$ cat config.mk
export PLATFORM = sky130hd
export DESIGN_NAME = ext_irq_controller
export DESIGN_NICKNAME = d
export VERILOG_FILES = /design/src/rtl/ext_irq_controller.sv
export SDC_FILE = /design/constraint.sdc
export NUM_CORES = 1
export LEC_CHECK = 0
export ABC_AREA = 1
export CORE_ASPECT_RATIO = 1.75
export CORE_MARGIN = 2
export CORE_UTILIZATION = 24
export DETAILED_ROUTE_END_ITERATION = 8
export GPL_ROUTABILITY_DRIVEN = 0
export GPL_TIMING_DRIVEN = 0
export PLACE_DENSITY = 0.87
export SLEW_MARGIN = 20
export SYNTH_ARGS = -nofsm -noshare
export SYNTH_HDL_FRONTEND = slang
export SYNTH_SLANG_ARGS = --single-unit
export TNS_END_PERCENT = 20
$ cat constraint.sdc
create_clock -name CLOCK_50 -period 2.3 [get_ports CLOCK_50]
set_clock_uncertainty 0.15 [all_clocks]
set_input_delay 0.575 -clock CLOCK_50 [delete_from_list [all_inputs] [get_ports CLOCK_50]]
set_output_delay 0.575 -clock CLOCK_50 [all_outputs]
set_load 0.005 [all_outputs]
$ cat src/rtl/ext_irq_controller.sv
// External interrupt source controller: edge-captured pending bits, memory-mapped mask,
// lowest-index priority, four-phase ExtIRQ/ExtlAck handshake. Optional macro IRQ_SYNC_EN adds a 2-flop input synchronizer.
module ext_irq_controller #(
  parameter int             N         = 64,
  parameter int             NSRC      = 4,
  parameter logic [N-1:0]   MASK_ADDR = 64'h0000_0000_0000_0100
) (
  input  logic                      CLOCK_50,
  input  logic                      reset,
  input  logic [NSRC-1:0]           irq_src,
  input  logic                      ExtlAck,
  input  logic                      DM_writeEnable,
  input  logic [N-1:0]              DM_addr,
  input  logic [N-1:0]              DM_writeData,
  output logic                      ExtIRQ,
  output logic [$clog2(NSRC)-1:0]   irq_id,
  output logic [NSRC-1:0]           pending,
  output logic [NSRC-1:0]           irq_mask
);

  localparam int IDW = $clog2(NSRC);

  typedef enum logic [1:0] {
    S_IDLE    = 2'd0,
    S_ASSERT  = 2'd1,
    S_RELEASE = 2'd2
  } state_t;

  state_t            r_state;
  state_t            w_state_nxt;
  logic              r_extirq;
  logic              w_extirq_nxt;
  logic [IDW-1:0]    r_irq_id;
  logic [IDW-1:0]    w_irq_id_nxt;
  logic [NSRC-1:0]   r_prev;
  logic [NSRC-1:0]   r_pending;
  logic [NSRC-1:0]   r_mask;
  logic [NSRC-1:0]   w_src;
  logic [NSRC-1:0]   w_edge;
  logic [NSRC-1:0]   w_clr;
  logic [NSRC-1:0]   w_eligible;
  logic [IDW-1:0]    w_winner;
  logic              w_ack_take;
  logic              w_mask_wr;
  logic              w_unused_data;

  function automatic logic [IDW-1:0] f_lowest(input logic [NSRC-1:0] v);
    logic [IDW-1:0] idx;
    idx = {IDW{1'b0}};
    for (int i = NSRC - 1; i >= 0; i--) begin
      if (v[i]) idx = IDW'(i);
    end
    return idx;
  endfunction

`ifdef IRQ_SYNC_EN
  logic [NSRC-1:0] r_sync1;
  logic [NSRC-1:0] r_sync2;

  // Two-stage synchronizer for peripherals asynchronous to CLOCK_50
  always_ff @(posedge CLOCK_50 or negedge reset) begin
    if (!reset) begin
      r_sync1 <= {NSRC{1'b0}};
      r_sync2 <= {NSRC{1'b0}};
    end else begin
      r_sync1 <= irq_src;
      r_sync2 <= r_sync1;
    end
  end
  assign w_src = r_sync2;
`else
  assign w_src = irq_src;
`endif

  assign w_edge        = w_src & ~r_prev;
  assign w_ack_take    = (r_state == S_ASSERT) && ExtlAck;
  assign w_clr         = w_ack_take ? ({{(NSRC-1){1'b0}}, 1'b1} << r_irq_id) : {NSRC{1'b0}};
  assign w_mask_wr     = DM_writeEnable && (DM_addr == MASK_ADDR);
  assign w_eligible    = r_pending & ~r_mask;
  assign w_winner      = f_lowest(w_eligible);
  assign w_unused_data = ^DM_writeData[N-1:NSRC];

  // Edge history, pending capture (a new edge beats an ack clear) and mask register
  always_ff @(posedge CLOCK_50 or negedge reset) begin
    if (!reset) begin
      r_prev    <= {NSRC{1'b0}};
      r_pending <= {NSRC{1'b0}};
      r_mask    <= {NSRC{1'b0}};
    end else begin
      r_prev    <= w_src;
      r_pending <= (r_pending & ~w_clr) | w_edge;
      if (w_mask_wr) begin
        r_mask <= DM_writeData[NSRC-1:0];
      end else begin
        r_mask <= r_mask;
      end
    end
  end

  // FSM state register together with the registered request outputs
  always_ff @(posedge CLOCK_50 or negedge reset) begin
    if (!reset) begin
      r_state  <= S_IDLE;
      r_extirq <= 1'b0;
      r_irq_id <= {IDW{1'b0}};
    end else begin
      r_state  <= w_state_nxt;
      r_extirq <= w_extirq_nxt;
      r_irq_id <= w_irq_id_nxt;
    end
  end

  // FSM next-state decision
  always_comb begin
    w_state_nxt = r_state;
    case (r_state)
      S_IDLE: begin
        if (w_eligible != {NSRC{1'b0}}) w_state_nxt = S_ASSERT;
        else                            w_state_nxt = S_IDLE;
      end
      S_ASSERT: begin
        if (ExtlAck) w_state_nxt = S_RELEASE;
        else         w_state_nxt = S_ASSERT;
      end
      S_RELEASE: begin
        if (!ExtlAck) w_state_nxt = S_IDLE;
        else          w_state_nxt = S_RELEASE;
      end
      default: w_state_nxt = S_IDLE;
    endcase
  end

  // FSM outputs, computed from the next state so they can be registered
  always_comb begin
    w_extirq_nxt = 1'b0;
    w_irq_id_nxt = r_irq_id;
    case (w_state_nxt)
      S_ASSERT: begin
        w_extirq_nxt = 1'b1;
        if (r_state == S_IDLE) w_irq_id_nxt = w_winner;
        else                   w_irq_id_nxt = r_irq_id;
      end
      S_IDLE, S_RELEASE: begin
        w_extirq_nxt = 1'b0;
        w_irq_id_nxt = r_irq_id;
      end
      default: begin
        w_extirq_nxt = 1'b0;
        w_irq_id_nxt = r_irq_id;
      end
    endcase
  end

  assign ExtIRQ   = r_extirq;
  assign irq_id   = r_irq_id;
  assign pending  = r_pending;
  assign irq_mask = r_mask;

endmodule

Yosys cells after proc, flatten, opt, wreduce, memory -nomap -nowiden --
Cells that the tools add are included.
Word-level totals: logic and storage cells 33, register bits after elaboration 17, output and inout bits 11, memories 0, bits in read-only memories 0, latch bits 0, input port bits 136, RAM bits 0
Operators by class: div/mod/pow operators 0, shifts and indexed selects 1, mux-type cells 10, equality and inequality tests 4, $mul 0, $lt $le $gt $ge 0, reduce and logical (&&, ||, !) cells 5, bitwise operators 7, $add $sub $neg 0
Operators with widths (count):
- $eq 64x9->1 const B | 1
- $and 4x4->4 | 3
- $mux 2 | 6
- $not 4->4 | 3
- $pmux 2 s3 | 1
- $eq 2x1->1 const B | 2
- $mux 4 | 1
- $or 4x4->4 | 1
- $reduce_bool 4->1 | 1
- $shl 1x2->4 const A | 1
- $eq 2x2->1 const B | 1
- $logic_and 1x1->1 | 2
- $logic_not 2->1 | 1
- $mux 1 | 2
- $reduce_and 2->1 | 1

Depth between registers and ports, before layout --
Gate-level depths: netlist of the first run.
depth after elaboration 7, depth in mapped cells 9

Least setup slack after synthesis of the first run --
Ideal clock, no wire load.
kind input -> register, start in DM_addr[51], end reg r_mask[3] (netlist: irq_mask[3]), arrival 1.221 ns, library setup time 0.117 ns, path buffers 0, required time 2.033 ns, cell stages on the path 8, setup slack 0.812 ns, path through nor2_1 nand2_1 nor2_1 nand2_1 nor2_4 nand3_4 nand2_1 nand2_1
Between the ends: longest elaborated chain between the ends 2
Ends and longest elaborated chain:
- start, declared | line 13 | input logic [N-1:0] DM_addr,
- $eq 64x9->1 | line 78 | assign w_mask_wr = DM_writeEnable && (DM_addr == MASK_ADDR);
- $logic_and 1x1->1 | line 78
- end signal, assigned | line 88 | r_mask <= {NSRC{1'b0}};
- end signal, assigned | line 93 | r_mask <= DM_writeData[NSRC-1:0];
- end signal, assigned | line 95 | r_mask <= r_mask;
- end, declared | line 37 | logic [NSRC-1:0] r_mask;
Every way passes these cells. A chain may end at the register's enable or synchronous reset.

Final worst setup path of the first run --
start reg r_mask[0] (netlist: irq_mask[0]), end out irq_mask[0]
RTL lines:
- end, declared | line 18 | output logic [NSRC-1:0] irq_mask
No word-level cell between the ends.

==> run metrics, run 1 <==
outcome=completed; DRT antenna net count=0; Lkg Pwr=slightly above 0.0008 uW; Max VDD drop=between 0.3 and 0.4 mV; Yosys reg bits=17; CTS tree=done; area of the die=4485 um^2; postcts setup bufs=0; grt peak-use layer=met2; initial antenna violation count=0; layout cell share with drive strength beyond 1=3.556%; FP Rows=30; Core Util, Final=about half; Psw=298.0 uW; Crit path buffers/inverters=1; Initial DRC Count=7; Net Sw Frac=between 20% and 30%; antenna cells=0; yosys warns=0; startpoint types=flop; crit path cell chain=clkdlybuf4s50_1; Clock Latency Late Sink=250 ps; Max-Cap Viols=0; power share of the sequential group=between 30% and 40%; GR Util met3=1.375%; Final Hold Fails=0; post-synthesis cell type count=15; TNS Setup=0 ps; I/O Pins=between 100 and 150; global route total overflow=0; maximum number of pins on one net before global-route repair=18; unrepaired setup endpoints after global routing=no; Clock Tree Root=clkbuf_8; # DRC=0; Syn Inst Count=135; CP arrival=1160 ps; met2 usage=23.54%; Largest delay share family, worst path=buffers and inverters; TritonRoute pass-1 iters=4; GR Util met1=about 13%; worst setup path class=flop to output port; syn_nets=roughly 270; Max clock buf depth=2; fin crit period=1889 ps; Worst Setup SP=irq_mask[0]; Final #Nets=roughly 360; post-synthesis sequential area ratio=44.91%; synthesized area=947.2 um^2; max incr delay on CP=520 ps; Reg clk slew, reported paths=60 ps; # setup viols final=0; core area=3829 um^2; crit path capture type=output port; Power Total=1055 uW; Total Wirelength=2.499 mm; Layout area overhead=102.0%; syn_area_per_cell=7.016 um^2; final cell count without fillers=between 200 and 300; max_slew headroom=52.10%; first-pass GRT wire length=about 4.3 mm; DP HPWL=2.322 mm; Combinational Power Share=40.5%; Clock power frac=20.0%; chip width=51.49 um; Initial Util=approximately 25%; vias in the first global route=1121; GRT Overall Usage=12.22%; level count of the clock H-tree=1; clk sinks=17; cts hold-fix bufs=0; CP max stage cell=clkdlybuf4s50_1; CP Data Required Time=between 1500 and 2000 ps; Worst Max-Slew Pin Slew=716.3 ps; Post-Place Cells=269; wire length per cell=9.154 um; Die Y=87.11 um; cell-internal power=roughly 760 uW; Max Clk Rate=529.4 MHz; vias per std cell=4.223; CTS Buf Count=3; Port Buffers=86; final worst path period share=~82%; fin. max-slew vios=0; # resized after CTS=0; worst r2r src=r_state[1]; worst hold path type=flop to flop; hold_sp=r_prev[1]; PwrDens=roughly 550 nW/um^2; via count=1153; Max Fanout on Critical Path=4
[flip-flops by register name, summed over array words and instances, names as in the netlist]
register / count
ExtIRQ: 1
irq_id: 2
irq_mask: 4
pending: 4
r_prev: 4
r_state: 2
[layer usage]
| layer | vias up | wire (um) | share of wire (%) |
|---|---|---|---|
| met1 | 479 | 861 | 34 |
| met5 | - | 0 | 0 |
| met2 | 65 | 1396 | 56 |
| met4 | 0 | 48 | 1.9 |
| li1 | 603 | - | - |
| met3 | 6 | 192 | 7.7 |
[cell usage after synthesis]
library cell | count | area share, %
nand2_1 | 34 | 13
o21bai_1 | 2 | 1.6
nand4_1 | 5 | 3.3
a21oi_1 | 1 | 0.53
o21ai_2 | 1 | 0.92
o21ai_1 | 2 | 1.1
o211ai_1 | 1 | 0.79
nor2_1 | 40 | 16
nor2_2 | 1 | 0.66
nand3_1 | 2 | 1.1
o21ai_0 | 10 | 5.3
nor2_4 | 2 | 2.4
nand3_4 | 1 | 1.8
dfrtp_1 | 17 | 45
inv_1 | 16 | 6.3
[power groups by stage]
stage / registers, uW / clock network (uW) / logic (uW)
after CTS: 417 / 218 / 432
final: 416 / 211 / 428
after detailed placement: 423 / 0 / 431
after global placement: 418 / 0 / 421
after global routing: 426 / 233 / 480
after floorplan: 418 / 0 / 164
[worst paths after layout]
kind                       slack (ps)          end  cells after the start
max                               410  irq_mask[0]                      1
min                               280   pending[1]                      1
max reg2reg                      1020    irq_id[0]                      5
min reg2reg                       280   pending[1]                      1
max in group asynchronous         940       ExtIRQ                      1
min in group asynchronous         610    irq_id[1]                      1
[final cells by class]
| type | instances | area (um^2) |
|---|---|---|
| Clock buffer | 4 | 45.04 |
| Fill cell | 383 | 1916 |
| Inverter | 16 | 60.06 |
| Multi-Input combinational cell | 102 | 461.7 |
| Sequential cell | 17 | 425.4 |
| Tap cell | 48 | 60.06 |
| Timing Repair Buffer | 86 | 860.8 |
[kinds of logic (layout without fill, tap and decap cells)]
group	Yosys count	count (layout)	share of synthesized area, %
simple gates	85	85	38.57
buf+inv	16	106	6.341
flops	17	17	44.91
compound gates	17	17	10.17
[layout by cell type (no fill, tap or decap)]
cell type	instances
nor2_1	40
o21ai_1	2
clkdlybuf4s50_1	86
nor2_4	2
nand4_1	5
nand2_1	34
nand3_4	1
inv_1	16
clkbuf_1	1
nand3_1	2
nor2_2	1
clkbuf_8	3
o21ai_2	1
o21ai_0	10
a21oi_1	1
dfrtp_1	17
o211ai_1	1
o21bai_1	2
[through the flow]
step	hold WS (ps)	cell area, um^2	worst slack [ps]
finish	278.7	1913	410.9
floorplan	129.4	947.2	812.5
global route	302.7	1913	351.3
detailed placement	281.4	1868	277.7
global placement	255.6	1868	296.2
CTS	288.9	1913	395.3
(Power assumes the default switching activity.)
==> run 2, diff against run 1 <==
--- a/config.mk
+++ b/config.mk
@@ -8,11 +8,11 @@
 export ABC_AREA = 1
 export CORE_ASPECT_RATIO = 1.75
 export CORE_MARGIN = 2
-export CORE_UTILIZATION = 24
+export CORE_UTILIZATION = 23
 export DETAILED_ROUTE_END_ITERATION = 8
 export GPL_ROUTABILITY_DRIVEN = 0
 export GPL_TIMING_DRIVEN = 0
-export PLACE_DENSITY = 0.87
+export PLACE_DENSITY = 0.84
 export SLEW_MARGIN = 20
 export SYNTH_ARGS = -nofsm -noshare
 export SYNTH_HDL_FRONTEND = slang
==> constraint.sdc (replaced) <==
create_clock -name CLOCK_50 -period 1.95 [get_ports CLOCK_50]
set_clock_uncertainty 0.15 [all_clocks]
set_input_delay 0.4875 -clock CLOCK_50 [delete_from_list [all_inputs] [get_ports CLOCK_50]]
set_output_delay 0.4875 -clock CLOCK_50 [all_outputs]
set_load 0.005 [all_outputs]
==> run 2 against run 1 <==
Effect of this change:
- clock-buffer cell count decreased by 1
- combinational power increased by 18%
- critical path depth unchanged
- setup slack got worse by 270 ps
- largest power group unchanged
==> run metrics, run 2 (synthesis results as in run 1) <==
via count=1148 (-0.43%); most frequent cells in the layout=clkdlybuf4s50_1 (86), nor2_1 (40), nand2_1 (34), dfrtp_1 (17), inv_1 (16); Max Fanout on Critical Path=4 (unchanged); I/O Pins=147 (unchanged); postcts setup bufs=0 (unchanged); crit path cell chain=clkdlybuf4s50_1; Clock Latency Late Sink=250 ps (about the same); final cell count without fillers=273 (unchanged); Post-Place Cells=269 (unchanged); initial antenna violation count=0 (unchanged); CP Data Required Time=1310 ps (-260 ps); Port Buffers=86 (unchanged); fin. max-slew vios=0 (unchanged); first-pass GRT wire length=4.271 mm (-1.1%); layout cell share with drive strength beyond 1=4.000% (+0.44 points); level count of the clock H-tree=1 (unchanged); Die Y=88.89 um (+2.0%); maximum number of pins on one net before global-route repair=18 (unchanged); antenna cells=0 (unchanged); vias per std cell=4.205 (-0.43%); Max Clk Rate=551.7 MHz; Initial Util=24.26% (-0.48 points); Power Total=1247 uW (+18%); max incr delay on CP=520 ps (about the same); max_slew headroom=51.11% (-0.99 points); worst hold path type=flop to flop; core area=3904 um^2 (+2.0%); TritonRoute pass-1 iters=7 (+3); Max VDD drop=0.4745 mV (+52%); startpoint types=flop; CP max stage cell=clkdlybuf4s50_1; CTS tree=done; DRT antenna net count=0 (unchanged); Max-Cap Viols=0 (unchanged); # resized after CTS=0 (unchanged); FP Rows=30 (unchanged); Worst Max-Slew Pin Slew=731.0 ps (+14.74 ps); Layout area overhead=102.1% (about the same); fin crit period=1812 ps; chip width=52.51 um (+2.0%); # setup viols final=0 (unchanged); CP arrival=1170 ps (about the same); unrepaired setup endpoints after global routing=no; Final Hold Fails=0 (unchanged); Initial DRC Count=7 (unchanged); wire length per cell=9.249 um (+1.0%); # DRC=0 (unchanged); commonest non-fill, non-tap cell in the layout=clkdlybuf4s50_1; Clock Tree Root=clkbuf_8; Core Util, Final=49.04% (-0.93 points); Max clock buf depth=2 (unchanged); DP HPWL=2.320 mm (about the same); global route total overflow=0 (unchanged); Crit path buffers/inverters=1 (unchanged); Final #Nets=362 (unchanged); outcome=completed; Reg clk slew, reported paths=70 ps (about the same); clk sinks=17 (unchanged); CTS Buf Count=3 (unchanged); final worst path period share=92.95%; vias in the first global route=1115 (-0.54%); area of the die=4668 um^2 (+4.1%); cts hold-fix bufs=0 (unchanged); PwrDens=651.4 nW/um^2 (+18%); GRT Overall Usage=11.48% (-0.75 points); Lkg Pwr=0.0008137 uW (+0.34%); worst setup path class=flop to output port; Largest delay share family, worst path=buffers and inverters; Total Wirelength=2.525 mm (+1.0%); crit path capture type=output port
[run 2: changes by cell type in the layout (fill, tap and decap cells not counted)]
cell | previous run | this run
clkinv_2 | 0 | 1
clkbuf_1 | 1 | 0
[run 2: area by class of cell]
class / count / area (um^2)
clock inverters: 1 / 5.005
clock buffers: 3 / 41.29
repair buffers: 86 / 860.8
flip-flops and latches: 17 / 425.4
inverters: 16 / 60.06
well taps: 48 / 60.06
fillers: 385 / 1989
multi-input cells: 102 / 461.7
[run 2: metrics by stage]
| stage | setup WS (ps) | cell area (um^2) | hold slack (ps) | setup TNS [ps] |
|---|---|---|---|---|
| 2_1_floorplan | 550.0 | 947.2 | 41.91 | 0 |
| 3_3_place_gp | 8.160 | 1868 | 252.6 | 0 |
| 3_5_place_dp | -0.6918 | 1868 | 268.8 | -0.6918 |
| 4_1_cts | 134.9 | 1914 | 277.0 | 0 |
| 5_1_grt | 82.48 | 1914 | 283.6 | 0 |
| 6_report | 137.6 | 1914 | 274.4 | 0 |
[run 2: layer usage]
layer  GRT usage [%]  wire, um
met1           13.31       929
met2           21.48      1353
met3           2.174       234
met4           2.098         7
met5               0         0
[run 2: power breakdown]
group	internal (uW)	total [uW]	switching (uW)
Clock	141	254	113
Sequential	434	490	55.6
Combinational	314	503	189
Total	889	1250	357
[run 2: final timing paths]
| path | startpoint | end | slack (ps) | depth (start not counted) |
|---|---|---|---|---|
| worst max-delay path | irq_mask[0] | irq_mask[0] | 140 | 1 |
| worst min-delay path | r_prev[2] | pending[2] | 270 | 1 |
| worst max register to register | irq_mask[2] | irq_id[0] | 670 | 7 |
| worst min register to register | r_prev[2] | pending[2] | 270 | 1 |
| max in group asynchronous | reset | r_prev[1] | 660 | 1 |
| min in group asynchronous | reset | pending[3] | 530 | 1 |
[run 2: worst register-to-register path, cell delays in order (launching register included)]
cell and delay [ps]:
dfrtp_1 400, inv_1 60, nand2_1 60, o21ai_1 80, inv_1 70, o21ai_2 180, o211ai_1 110, o21ai_1 90
